`src/rtl/dsp_branch.sv`:
```
// Branch and flow-control unit between Decode and Fetch: evaluates branch-class ops,
// keeps a return-address stack and a single-level zero-overhead loop, registered redirect.
module dsp_branch #(
  parameter int ADDR_W      = 16,
  parameter int CNT_W       = 16,
  parameter int STACK_DEPTH = 8
) (
  input  logic              clk,
  input  logic              rst,
  input  logic              valid_in,
  input  logic [2:0]        op,
  input  logic [ADDR_W-1:0] pc_in,
  input  logic [ADDR_W-1:0] target,
  input  logic [CNT_W-1:0]  loop_count,
  input  logic              zero_flag,
  output logic [ADDR_W-1:0] jump_addr,
  output logic              jump_flag,
  output logic              loop_active,
  output logic              stack_err
);

  // Handshake: valid_in qualifies op/pc_in/target/loop_count/zero_flag for one cycle;
  // there is no back-pressure, and jump_flag is a one-cycle strobe Fetch must take.

  localparam int PTR_W = $clog2(STACK_DEPTH);
  localparam logic [ADDR_W-1:0] ADDR_ONE  = 1;
  localparam logic [CNT_W-1:0]  CNT_ONE   = 1;
  localparam logic [CNT_W-1:0]  CNT_ZERO  = '0;
  localparam logic [PTR_W:0]    PTR_ONE   = 1;
  localparam logic [PTR_W:0]    PTR_FULL  = (PTR_W+1)'(STACK_DEPTH);

  typedef enum logic [2:0] {
    OP_NOP  = 3'b000,
    OP_JMP  = 3'b001,
    OP_JZ   = 3'b010,
    OP_JNZ  = 3'b011,
    OP_CALL = 3'b100,
    OP_RET  = 3'b101,
    OP_LOOP = 3'b110,
    OP_RSV  = 3'b111
  } op_e;

  op_e op_v;
  assign op_v = op_e'(op);

  logic [ADDR_W-1:0] jump_addr_q, jump_addr_d;
  logic              jump_flag_q, jump_flag_d;
  logic              loop_active_q, loop_active_d;
  logic              stack_err_q, stack_err_d;
  logic [PTR_W:0]    cnt_q, cnt_d;
  logic [CNT_W-1:0]  remaining_q, remaining_d;
  logic [ADDR_W-1:0] start_q, start_d;
  logic [ADDR_W-1:0] end_q, end_d;
  logic [ADDR_W-1:0] stack_q [STACK_DEPTH];

  logic              push_en;
  logic [ADDR_W-1:0] ret_addr;
  logic [PTR_W:0]    cnt_dec;
  logic [PTR_W-1:0]  wr_idx;
  logic [PTR_W-1:0]  top_idx;

  assign ret_addr = pc_in + ADDR_ONE;
  assign cnt_dec  = cnt_q - PTR_ONE;
  assign wr_idx   = cnt_q[PTR_W-1:0];
  assign top_idx  = cnt_dec[PTR_W-1:0];

  always_comb begin
    jump_flag_d   = 1'b0;
    jump_addr_d   = jump_addr_q;
    loop_active_d = loop_active_q;
    stack_err_d   = stack_err_q;
    cnt_d         = cnt_q;
    remaining_d   = remaining_q;
    start_d       = start_q;
    end_d         = end_q;
    push_en       = 1'b0;

    if (valid_in) begin
      case (op_v)
        OP_JMP: begin
          jump_flag_d = 1'b1;
          jump_addr_d = target;
        end
        OP_JZ: begin
          if (zero_flag) begin
            jump_flag_d = 1'b1;
            jump_addr_d = target;
          end
        end
        OP_JNZ: begin
          if (!zero_flag) begin
            jump_flag_d = 1'b1;
            jump_addr_d = target;
          end
        end
        OP_CALL: begin
          if (cnt_q != PTR_FULL) begin
            push_en     = 1'b1;
            cnt_d       = cnt_q + PTR_ONE;
            jump_flag_d = 1'b1;
            jump_addr_d = target;
          end else begin
            stack_err_d = 1'b1;
          end
        end
        OP_RET: begin
          if (cnt_q != '0) begin
            cnt_d       = cnt_dec;
            jump_flag_d = 1'b1;
            jump_addr_d = stack_q[top_idx];
          end else begin
            stack_err_d = 1'b1;
          end
        end
        OP_LOOP: begin
          if (loop_active_q) begin
            stack_err_d = 1'b1;
          end else if (loop_count == CNT_ZERO) begin
            jump_flag_d = 1'b1;
            jump_addr_d = target + ADDR_ONE;
          end else begin
            loop_active_d = 1'b1;
            start_d       = ret_addr;
            end_d         = target;
            remaining_d   = loop_count;
          end
        end
        default: ;
      endcase

      // An explicit taken branch at the loop end overrides the loop-back.
      if (loop_active_q && (pc_in == end_q) && !jump_flag_d) begin
        if (remaining_q > CNT_ONE) begin
          remaining_d = remaining_q - CNT_ONE;
          jump_flag_d = 1'b1;
          jump_addr_d = start_q;
        end else begin
          remaining_d   = CNT_ZERO;
          loop_active_d = 1'b0;
        end
      end
    end
  end

  always_ff @(posedge clk) begin
    if (rst) begin
      jump_addr_q   <= '0;
      jump_flag_q   <= 1'b0;
      loop_active_q <= 1'b0;
      stack_err_q   <= 1'b0;
      cnt_q         <= '0;
      remaining_q   <= '0;
      start_q       <= '0;
      end_q         <= '0;
    end else begin
      jump_addr_q   <= jump_addr_d;
      jump_flag_q   <= jump_flag_d;
      loop_active_q <= loop_active_d;
      stack_err_q   <= stack_err_d;
      cnt_q         <= cnt_d;
      remaining_q   <= remaining_d;
      start_q       <= start_d;
      end_q         <= end_d;
    end
  end

  // Stack storage needs no reset: entries are only read below the live count.
  always_ff @(posedge clk) begin
    if (!rst && push_en) begin
      stack_q[wr_idx] <= ret_addr;
    end
  end

  assign jump_addr   = jump_addr_q;
  assign jump_flag   = jump_flag_q;
  assign loop_active = loop_active_q;
  assign stack_err   = stack_err_q;

endmodule
```
`config.mk`:
```
export PLATFORM = sky130hd
export DESIGN_NAME = dsp_branch
export DESIGN_NICKNAME = d
export VERILOG_FILES = /design/src/rtl/dsp_branch.sv
export SDC_FILE = /design/constraint.sdc
export NUM_CORES = 1
export LEC_CHECK = 0
export BUFFER_PORTS_ARGS = -buffer_cell sky130_fd_sc_hd__buf_2
export CAP_MARGIN = 20
export CORE_MARGIN = 5
export CORE_UTILIZATION = 40
export CTS_CLUSTER_SIZE = 10
export DETAILED_ROUTE_END_ITERATION = 10
export PLACE_DENSITY = 0.62
export SETUP_SLACK_MARGIN = 0.05
export SLEW_MARGIN = 20
export SYNTH_ARGS = -nofsm -noshare
export SYNTH_HDL_FRONTEND = slang
export SYNTH_SLANG_ARGS = --single-unit
```
`constraint.sdc`:
```
create_clock -name clk -period 4.2 [get_ports clk]
set_clock_uncertainty 0.1 [all_clocks]
set_input_delay 0.84 -clock clk [delete_from_list [all_inputs] [get_ports clk]]
set_output_delay 0.84 -clock clk [all_outputs]
set_load 0.02 [all_outputs]
```
# After elaboration in Yosys (flattened, before gate mapping)
# Memories as Yosys holds them, arrays and structs flattened.
# Index checks and enable logic that the tools add are counted.
# W data, S select, Z words.
[totals]
register_bits = 71
wordCells = 88
input_bits = 55
output_inout_bits = 19
mem_bits_rw = 128
mem_count = 1
[classes]
n_lt_le_gt_ge = 1
muxes = 40
n_eq_ne = 15
n_bitwise = 3
add_sub_neg = 5
n_reduce_logical = 15
[memory_table]
columns = ["memory", "depth", "width", "read_ports", "rd_clocked_by_memory_dff", "wr", "line", "text"]
rows = [
  ["stack_q", 8, 16, 1, 0, 1, "54", "logic [ADDR_W-1:0] stack_q [STACK_DEPTH];"],
]
[op_table]
columns = ["cell", "count"]
rows = [
  ["$mux W16", 13],
  ["$pmux W16 S6", 1],
  ["$add A16 B1 Y16 const B", 2],
  ["$mux W1", 21],
  ["$eq A16 B16 Y1", 1],
  ["$gt A16 B1 Y1 const B", 1],
  ["$logic_not A16 Y1", 1],
  ["$sub A16 B1 Y16 const B", 1],
  ["$reduce_and A4 Y1", 3],
  ["$ne A2 B2 Y1 const B", 5],
  ["$eq A3 B3 Y1 const B", 3],
  ["$mux W4", 2],
  ["$pmux W4 S2", 1],
  ["$eq A3 B2 Y1 const B", 2],
  ["$pmux W1 S6", 1],
  ["$reduce_and A5 Y1", 1],
  ["$add A4 B1 Y4 const B", 1],
  ["$ne A2 B1 Y1 const B", 2],
  ["$ne A4 B4 Y1 const B", 1],
  ["$reduce_bool A2 Y1", 2],
  ["$reduce_bool A4 Y1", 1],
  ["$sub A4 B1 Y4 const B", 1],
  ["$eq A3 B1 Y1 const B", 1],
  ["$logic_and A1 B1 Y1", 3],
  ["5 further kinds", 8],
]

# Depth between registers and ports, before layout
# Gate-level depths: netlist of run 1.
[logic_depth]
word_depth = 9
mapped_depth = 14
mapped_depth_nobuf = 9

# Worst setup path after synthesis of run 1
# OpenSTA, ideal clock, no wires.
[synth_path]
path_type = "reg2reg"
from = "register cnt_q[0]"
to = "memory stack_q[1][0] (enable)"
t_arrival_ps = 3149
stages_incl_launch_ff = 10
setup_time_ps = 409
required_ps = 3691
slack_ps = 541
path_buffers = 2
synth_period_minus_slack_ps = 3659
path_cell_list = "dfxtp_1 buf_2 buf_4 clkinv_1 ha_1 nand2b_1 o21ai_0 nor4_1 nand2_1 nor3_1"
[synth_via]
elab_chain_len = 7
[synth_lines]
columns = ["element", "line", "text"]
rows = [
  ["start, declared", "50", "logic [PTR_W:0] cnt_q, cnt_d;"],
  ["start signal, assigned", "160", "cnt_q <= cnt_d;"],
  ["$ne A4 B4 Y1", "97", "if (cnt_q != PTR_FULL) begin"],
  ["$mux W1", "97", ""],
  ["$mux W1", "79", "case (op_v)"],
  ["$mux W1", "78", "if (valid_in) begin"],
  ["$logic_and A1 B1 Y1", "169", "if (!rst && push_en) begin"],
  ["$mux W1", "169", ""],
  ["$mux W1 (implied by the code)", "170", "stack_q[wr_idx] <= ret_addr;"],
  ["end, declared", "54", ""],
]
# Several ways; a longest one is shown, not always the timed one.

# Worst setup path in the final report of run 1
[layout_path]
from = "register cnt_q[1]"
to = "register jump_addr_q[3], in the netlist jump_addr[3]"
[layout_via]
elab_chain_len = 7
elab_cells_between_ends = 15
classes_between = "add/sub: 1; eq/ne: 1; mux: 9; reduce/logical: 3; memory: 1"
[layout_lines]
columns = ["element", "line", "text"]
rows = [
  ["parallel branches: the longest is 6 deep, another holds $mem_v2 Z8 W16", "n/a", ""],
  ["$mux W16 (*)", "132", "if (loop_active_q && (pc_in == end_q) && !jump_flag_d) begin"],
  ["end signal, assigned", "156", "jump_addr_q <= jump_addr_d;"],
  ["end, declared", "46", "logic [ADDR_W-1:0] jump_addr_q, jump_addr_d;"],
]
# Mark *: on every way between the ends. The select of a mux whose other input is x is not followed.
# A chain may end at the register's enable or synchronous reset.

==> flow_summary_export.csv, run 1 <==
group,metric,value,unit
sta,slew_headroom,36.69,%
synthesis,syn_nets,879,
power_and_ir_drop,p_seq_share,50.6,%
clock_network,postCtsSetupBuffers,0,
place,io_buffers,73,
place,pre_cts_slack,0.6663,ns
sta,period_needed,3.172,ns
clock_network,clk_pin_slew_worst_paths,0.08,ns
routing,wl_per_cell,21.07,µm
outcome,status,"completed",
layout,diodes,0,
hold_path,hold_class,"register to register",
setup_path,cp_slowest_stage_delay,0.63,ns
setup_path,critPathSlowestCell,"nand4bb_1",
clock_network,cts_tree,"built",
sta,hold_viol_final,0,
routing,viasPerCell,5.654,
global_route,grt_overflow,0,
power_and_ir_drop,internal_power,3137,µW
setup_path,worst_ep_required_time,4.43,ns
power_and_ir_drop,ir_worst_vdd,0.2912,mV
global_route,grt_pass1_vias,6470,
synthesis,yosys_warnings,0,
synthesis,synthFlopType,"edfxtp_1",
routing,first_pass_iters,5,
layout,fin_area,10720,µm²
synthesis,syn-cell-area,9404,µm²
layout,fin_nets,947,
layout,area_growth,14.01,%
synthesis,ys_seq_area_share,55.99,%
global_route,grt_max_degree,66,
setup_path,crit_fanout,16,
synthesis,synth_edf_count,128,
power_and_ir_drop,power_frac_clock,38.7,%
setup_path,path_class,"register to register",
sta,rsz0062_at_grt,"false",
floorplanning,ioPinCount,74,
sta,setup_tns,0,ns
global_route,grtUsageTotal,19.35,%
clock_network,cts.sinks,199,
floorplanning,dieHeight,163.3,µm
floorplanning,num_rows,56,
routing,drt_first_iter_violations,697,
place,place_area,10140,µm²
power_and_ir_drop,power_frac_comb,10.7,%
global_route,antenna_found_initial,0,
layout,nFillCells,2194,
routing,drt-total-wl,25640,µm
clock_network,h-tree-depth,4,
clock_network,postCtsHoldBufs,0,
clock_network,clock_path_buffers,2,
routing,via_count,6881,
synthesis,synth-seq-cells,199,
layout,drive_gt1_share,20.04,%
floorplanning,die_area,26680,µm²
power_and_ir_drop,p_switching,1078,µW
power_and_ir_drop,p_leak,0.003701,µW
sta,setup_ws,1.028,ns
clock_network,clockRootBuffer,"clkbuf_16",
clock_network,cts_repair_resize_count,0,
sta,finalSetupViolations,0,
sta,worst_pin_slew,0.9428,ns
power_and_ir_drop,power_density,393.1,nW/µm²
routing,ant_nets,0,
floorplanning,initial_core_util,40.30,%
synthesis,synth_cell_types,73,
setup_path,crit_chain,"inv_1 > ha_1 > nand2b_1 > o311a_4 > nor4_2 > nand4bb_1 > a21oi_2 > nor2_2 > a221o_1",
routing,drc,0,
global_route,grt_pass1_wl,38630,µm
clock_network,cts_buffers,17,
place,place.gp.congestion,0.8554,
clock_network,worstSkewPairLatency,0.44,ns
setup_path,cp-start-kind,"register",
sta,fmax,0.3153,GHz
power_and_ir_drop,swShare,25.56,%
synthesis,synthArstFlopShare,0,%
synthesis,syn_inst,817,
place,dp_hpwl,17710,µm
setup_path,cp-end-kind,"register",
setup_path,critPathArrivalTime,3.41,ns
sta,finalMaxSlewViolations,0,
synthesis,avgSynthCellArea,11.51,µm²
flow_run,maxCapViolCount,0,
sta,fin_crit_sh,75.52,%
floorplanning,die_w,163.3,µm
floorplanning,core_area,23330,µm²
==> path summary, 6_finish.rpt <==
kind | startpoint | to | slack (ns) | depth (start not counted)
worst max register to register | cnt_q[1]$_SDFFE_PP0P_ | jump_addr[3]$_SDFFE_PP0P_ | 1.03 | 9
worst max-delay path | cnt_q[1]$_SDFFE_PP0P_ | jump_addr[3]$_SDFFE_PP0P_ | 1.03 | 9
worst min-delay path | start_q[11]$_SDFFE_PP0P_ | start_q[11]$_SDFFE_PP0P_ | 0.36 | 2
worst min register to register | start_q[11]$_SDFFE_PP0P_ | start_q[11]$_SDFFE_PP0P_ | 0.36 | 2
==> final cells by class <==
type	instances	area, µm²	area share, %
Sequential cell	199	5266	49.12
Multi-Input combinational cell	544	3825	35.68
Timing Repair Buffer	96	550.5	5.135
Clock buffer	20	446.7	4.166
Tap cell	319	399.1	3.723
Clock inverter	12	132.6	1.237
Inverter	27	101.3	0.9453
==> cell families after synthesis <==
family / Yosys count / synth area share (%)
muxes: 39 / 8.302
DFF: 199 / 55.99
adders and majority gates: 7 / 0.9313
xor gates and xnor gates: 48 / 4.471
and+or+nand+nor: 288 / 15.19
buffers and inverters: 74 / 3.579
AOI/OAI and AO/OA: 162 / 11.54
==> cells in the mapped netlist (21+ instances only) <==
| master | count | area share (%) |
|---|---|---|
| edfxtp_1 | 128 | 41 |
| nand2_1 | 90 | 3.6 |
| nor2_1 | 72 | 2.9 |
| dfxtp_1 | 71 | 15 |
| a21oi_1 | 67 | 3.6 |
| xnor2_1 | 40 | 3.7 |
| mux4_2 | 31 | 7.4 |
| nor3_1 | 31 | 1.6 |
| inv_1 | 25 | 1.0 |
| clkbuf_1 | 23 | 0.92 |
| nand3_1 | 21 | 1.1 |
| o21ai_0 | 21 | 1.1 |
==> metal layers <==
| metal | vias up | GRT usage, % | wire length [µm] | share of wire (%) |
|---|---|---|---|---|
| met5 | - | 0 | 0 | 0 |
| met3 | 30 | 3.659 | 1692 | 6.6 |
| met2 | 253 | 30.15 | 11910 | 46 |
| met1 | 3406 | 27.92 | 11560 | 45 |
| met4 | 0 | 5.261 | 472 | 1.8 |
| li1 | 3192 | - | - | - |
==> metrics by stage <==
stage                     total power, µW  hold WS [ns]  cells  utilization [%]
after floorplan                      2465        0.3332    817                -
after detailed placement             2626        0.3466   1185            43.47
after global routing                 4362        0.3745   1217            45.95
final                                4215        0.3579   1217            45.95
after CTS                            4230        0.3567   1217            45.95
after global placement               2622        0.3421   1185            43.47
==> flip-flops by register name, summed over array words and instances, names as in the netlist <==
| name | flops |
|---|---|
| jump_addr | 16 |
| stack_err | 1 |
| start_q | 16 |
| stack_q | 128 |
| end_q | 16 |
| loop_active | 1 |
| remaining_q | 16 |
| jump_flag | 1 |
| cnt_q | 4 |
==> power by group through the flow <==
| stage | Clock, µW | Sequential [µW] | Combinational (µW) |
|---|---|---|---|
| finish | 1630 | 2130 | 452 |
| floorplan | 0 | 2180 | 285 |
| CTS | 1650 | 2130 | 450 |
| detailed placement | 0 | 2180 | 449 |
| global route | 1740 | 2140 | 491 |
| global placement | 0 | 2180 | 445 |
==> cell usage in the layout (no fill, tap or decap), types with 21 or more instances in the layout <==
| cell type | netlist | routed |
|---|---|---|
| o21ai_0 | 21 | 21 |
| edfxtp_1 | 128 | 128 |
| nor3_1 | 31 | 28 |
| nor2_1 | 72 | 72 |
| dfxtp_1 | 71 | 70 |
| buf_2 | 17 | 73 |
| mux4_2 | 31 | 31 |
| nand2_1 | 90 | 90 |
| a21oi_1 | 67 | 67 |
| xnor2_1 | 40 | 40 |
| buf_4 | 4 | 22 |
| nand3_1 | 21 | 21 |
| inv_1 | 25 | 25 |
==> worst max-delay path: cells and delay by family, from the launching register on <==
kind	cells	cell delay, ns
DFF	1	0.41
AOI/OAI and AO/OA	3	1.13
adders and majority gates	1	0.18
and+or+nand+nor	4	1.11
buffers and inverters	1	0.13
(Power assumes the default switching activity.)
==> run 2: changes to the inputs <==
--- a/config.mk
+++ b/config.mk
@@ -5,6 +5,7 @@
 export SDC_FILE = /design/constraint.sdc
 export NUM_CORES = 1
 export LEC_CHECK = 0
+export ABC_AREA = 1
 export BUFFER_PORTS_ARGS = -buffer_cell sky130_fd_sc_hd__buf_2
 export CAP_MARGIN = 20
 export CORE_MARGIN = 5
==> constraint.sdc (replaced) <==
create_clock -name clk -period 3 [get_ports clk]
set_clock_uncertainty 0.1 [all_clocks]
set_input_delay 0.6 -clock clk [delete_from_list [all_inputs] [get_ports clk]]
set_output_delay 0.6 -clock clk [all_outputs]
set_load 0.02 [all_outputs]
==> run 2 against run 1 <==
Against the previous run:
- cell area up 11%
- count of clock-buffer cells in the layout down 3
- critical path depth up 4
- non-clock buffer count up 27
- clock power up 53%
- first-iteration DRC count up 16%
- global-route usage up 2.0 points
- highest routed layer unchanged
==> flow_summary_export.csv, run 2 <==
group,metric,value,unit
synthesis,synth_cell_types,37,
clock_network,cts_repair_resize_count,0,
setup_path,critPathSlowestCell,"dfxtp_1",
floorplanning,ioPinCount,74,
clock_network,cts.sinks,199,
setup_path,path_class,"register to register",
setup_path,cp-end-kind,"register",
flow_run,maxCapViolCount,0,
sta,fmax,0.3960,GHz
synthesis,yosys_warnings,0,
layout,final_common_cell,"nand2_1",
global_route,grt_max_degree,70,
sta,rsz0062_at_grt,"false",
synthesis,ys_seq_area_share,50.97,%
routing,drc,0,
routing,viasPerCell,5.249,
setup_path,cp-start-kind,"register",
hold_path,holdPathStages,2,
synthesis,yosysMostFrequentCell,"nand2_1",
clock_network,cts_tree,"built",
clock_network,postCtsSetupBuffers,0,
layout,largest_reg_flops,128,
synthesis,synthFlopType,"edfxtp_1",
clock_network,clk_pin_slew_worst_paths,0.08,ns
setup_path,crit_top_cell,"nand3_1",
clock_network,worstSkewPairLatency,0.44,ns
layout,drive_gt1_share,13.96,%
global_route,grt_pass1_vias,8660,
sta,finalMaxSlewViolations,0,
synthesis,synth_edf_count,128,
routing,ant_nets,0,
synthesis,synth_common_cells,"261 x nand2_1, 239 x nor2_1, 128 x edfxtp_1",
place,dp_hpwl,22200,µm
global_route,grtUsageTotal,21.39,%
clock_network,h-tree-depth,4,
clock_network,cts_buffers,17,
sta,hold_viol_final,0,
synthesis,synthTopCellsByArea,"edfxtp_1 37%, dfxtp_1 14%, nand2_1 9.5%",
clock_network,clock_path_buffers,2,
routing,wl_per_cell,17.80,µm
layout,area_growth,15.31,%
floorplanning,die_w,170.7,µm
setup_path,crit_chain,"clkinv_1 > ha_1 > inv_1 > buf_4 > nor2_1 > o21ai_0 > nand3_1 > nand3_1 > nand2_1 > nor2_1 > nand3_1 > nand2_1 > a21oi_1",
place,io_buffers,73,
setup_path,critPathArrivalTime,2.74,ns
outcome,status,"completed",
synthesis,synth_top_cell_area_share,37.21,%
power_and_ir_drop,power_density,524.9,nW/µm²
sta,setup_ws,0.4749,ns
setup_path,cp_top_family,"simple AND/OR/NAND/NOR gates",
sta,period_needed,2.525,ns
layout,layout_common_cells,"261 x nand2_1, 239 x nor2_1, 128 x edfxtp_1",
synthesis,yosysTopAreaCell,"edfxtp_1",
synthesis,synthArstFlopShare,0,%
place,place.gp.congestion,0.9194,
layout,regMostFlops,"stack_q",
hold_path,hold_class,"register to register",
sta,worst_pin_slew,0.8810,ns
synthesis,syn_inst,1298,
global_route,grt_pass1_wl,48200,µm
clock_network,postCtsHoldBufs,0,
floorplanning,num_rows,58,
setup_path,crit_fanout,8,
power_and_ir_drop,p_leak,0.004920,µW
routing,drt-total-wl,30750,µm
floorplanning,initial_core_util,40.79,%
layout,nFillCells,2502,
sta,slew_headroom,41.27,%
sta,fin_crit_sh,84.17,%
routing,first_pass_iters,5,
sta,whs,0.3643,ns
clock_network,clockRootBuffer,"clkbuf_16",
setup_path,worst_ep_required_time,3.22,ns
global_route,antenna_found_initial,0,
floorplanning,core_area,25330,µm²
setup_path,rr_worst_depth,13,
routing,drt_first_iter_violations,812,
floorplanning,dieHeight,170.7,µm
setup_path,rrSetupSlack,0.47,ns
place,pre_cts_slack,0.2062,ns
setup_path,worst-path-stages,13,
global_route,grt_overflow,0,
layout,fin_nets,1446,
setup_path,path_buf_inv,3,
synthesis,syn_nets,1360,
sta,finalSetupViolations,0,
synthesis,syn-cell-area,10330,µm²
floorplanning,die_area,29140,µm²
setup_path,cp_slowest_stage_delay,0.46,ns
power_and_ir_drop,ir_worst_vdd,0.3782,mV
routing,via_count,9071,
synthesis,avgSynthCellArea,7.958,µm²
synthesis,synth-seq-cells,199,
## run 2: changes by cell type in the layout (fill, tap and decap cells not counted), sizes merged, moves of 12 or more
cell   delta
nor4     -16
xor2     +18
xnor2    -29
a21oi    -14
buf      +27
o21ai   +105
mux4     -31
nand3    +84
inv     +102
nand4    +13
o32ai    -12
nand2   +177
nor2    +170
## run 2: cells by family (layout without fill, tap and decap cells)
logic type               count (synthesis)  after routing  synth area share, %
adder cells (fa/ha/maj)                  7              7               0.8478
AO/OA/AOI/OAI                          201            201                10.13
XOR/XNOR                                37             37                3.137
buffers and inverters                  187            286                7.498
AND/OR/NAND/NOR                        667            667                27.42
flip-flops                             199            199                50.97
other                                    0              1                    0
## run 2: metal layers
metal,up-vias,part of all wire (%),GRT usage (%)
li1,4458,-,-
met1,4264,44,28.52
met2,302,48,35.87
met3,47,5.2,3.628
met4,0,2.7,6.528
met5,-,0,0
## run 2: worst paths after layout
kind                                 from                          to
setup / recovery    cnt_q[1]$_SDFFE_PP0P_  jump_addr[14]$_SDFFE_PP0P_
hold / removal    start_q[3]$_SDFFE_PP0P_     start_q[3]$_SDFFE_PP0P_
setup reg to reg    cnt_q[1]$_SDFFE_PP0P_  jump_addr[14]$_SDFFE_PP0P_
hold reg to reg   start_q[3]$_SDFFE_PP0P_     start_q[3]$_SDFFE_PP0P_
## run 2: cell type report
| class | count | area, µm² | area share (%) |
|---|---|---|---|
| antenna | 1 | 2.502 | 0.02101 |
| clock inverter | 15 | 234.0 | 1.964 |
| multi-input combinational | 912 | 4335 | 36.40 |
| timing repair buffer | 123 | 740.7 | 6.218 |
| clock buffer | 17 | 425.4 | 3.571 |
| inverter | 131 | 494.2 | 4.149 |
| tap | 330 | 412.9 | 3.466 |
| sequential | 199 | 5266 | 44.21 |
## run 2: tightest hold or removal path, stage by stage, from the launching register on
cell and delay, ns:
dfxtp_1 0.30, inv_1 0.06, a21oi_1 0.06
## run 2: power breakdown
part           total [µW]  internal (µW)  switching [µW]
clock network        2490           1310            1180
registers            2990           2950            35.1
logic                 772            252             520
## run 2: stage by stage
step	TNS [ns]	power [µW]	instances	area (µm²)	util [%]
6_report	0	6253	1728	11910	47.03
2_1_floorplan	-12.38	3530	1298	10340	-
5_1_grt	0	6517	1727	11910	47.02
3_3_place_gp	0	3816	1695	11250	44.42
4_1_cts	0	6295	1727	11910	47.02
3_5_place_dp	0	3819	1695	11250	44.42
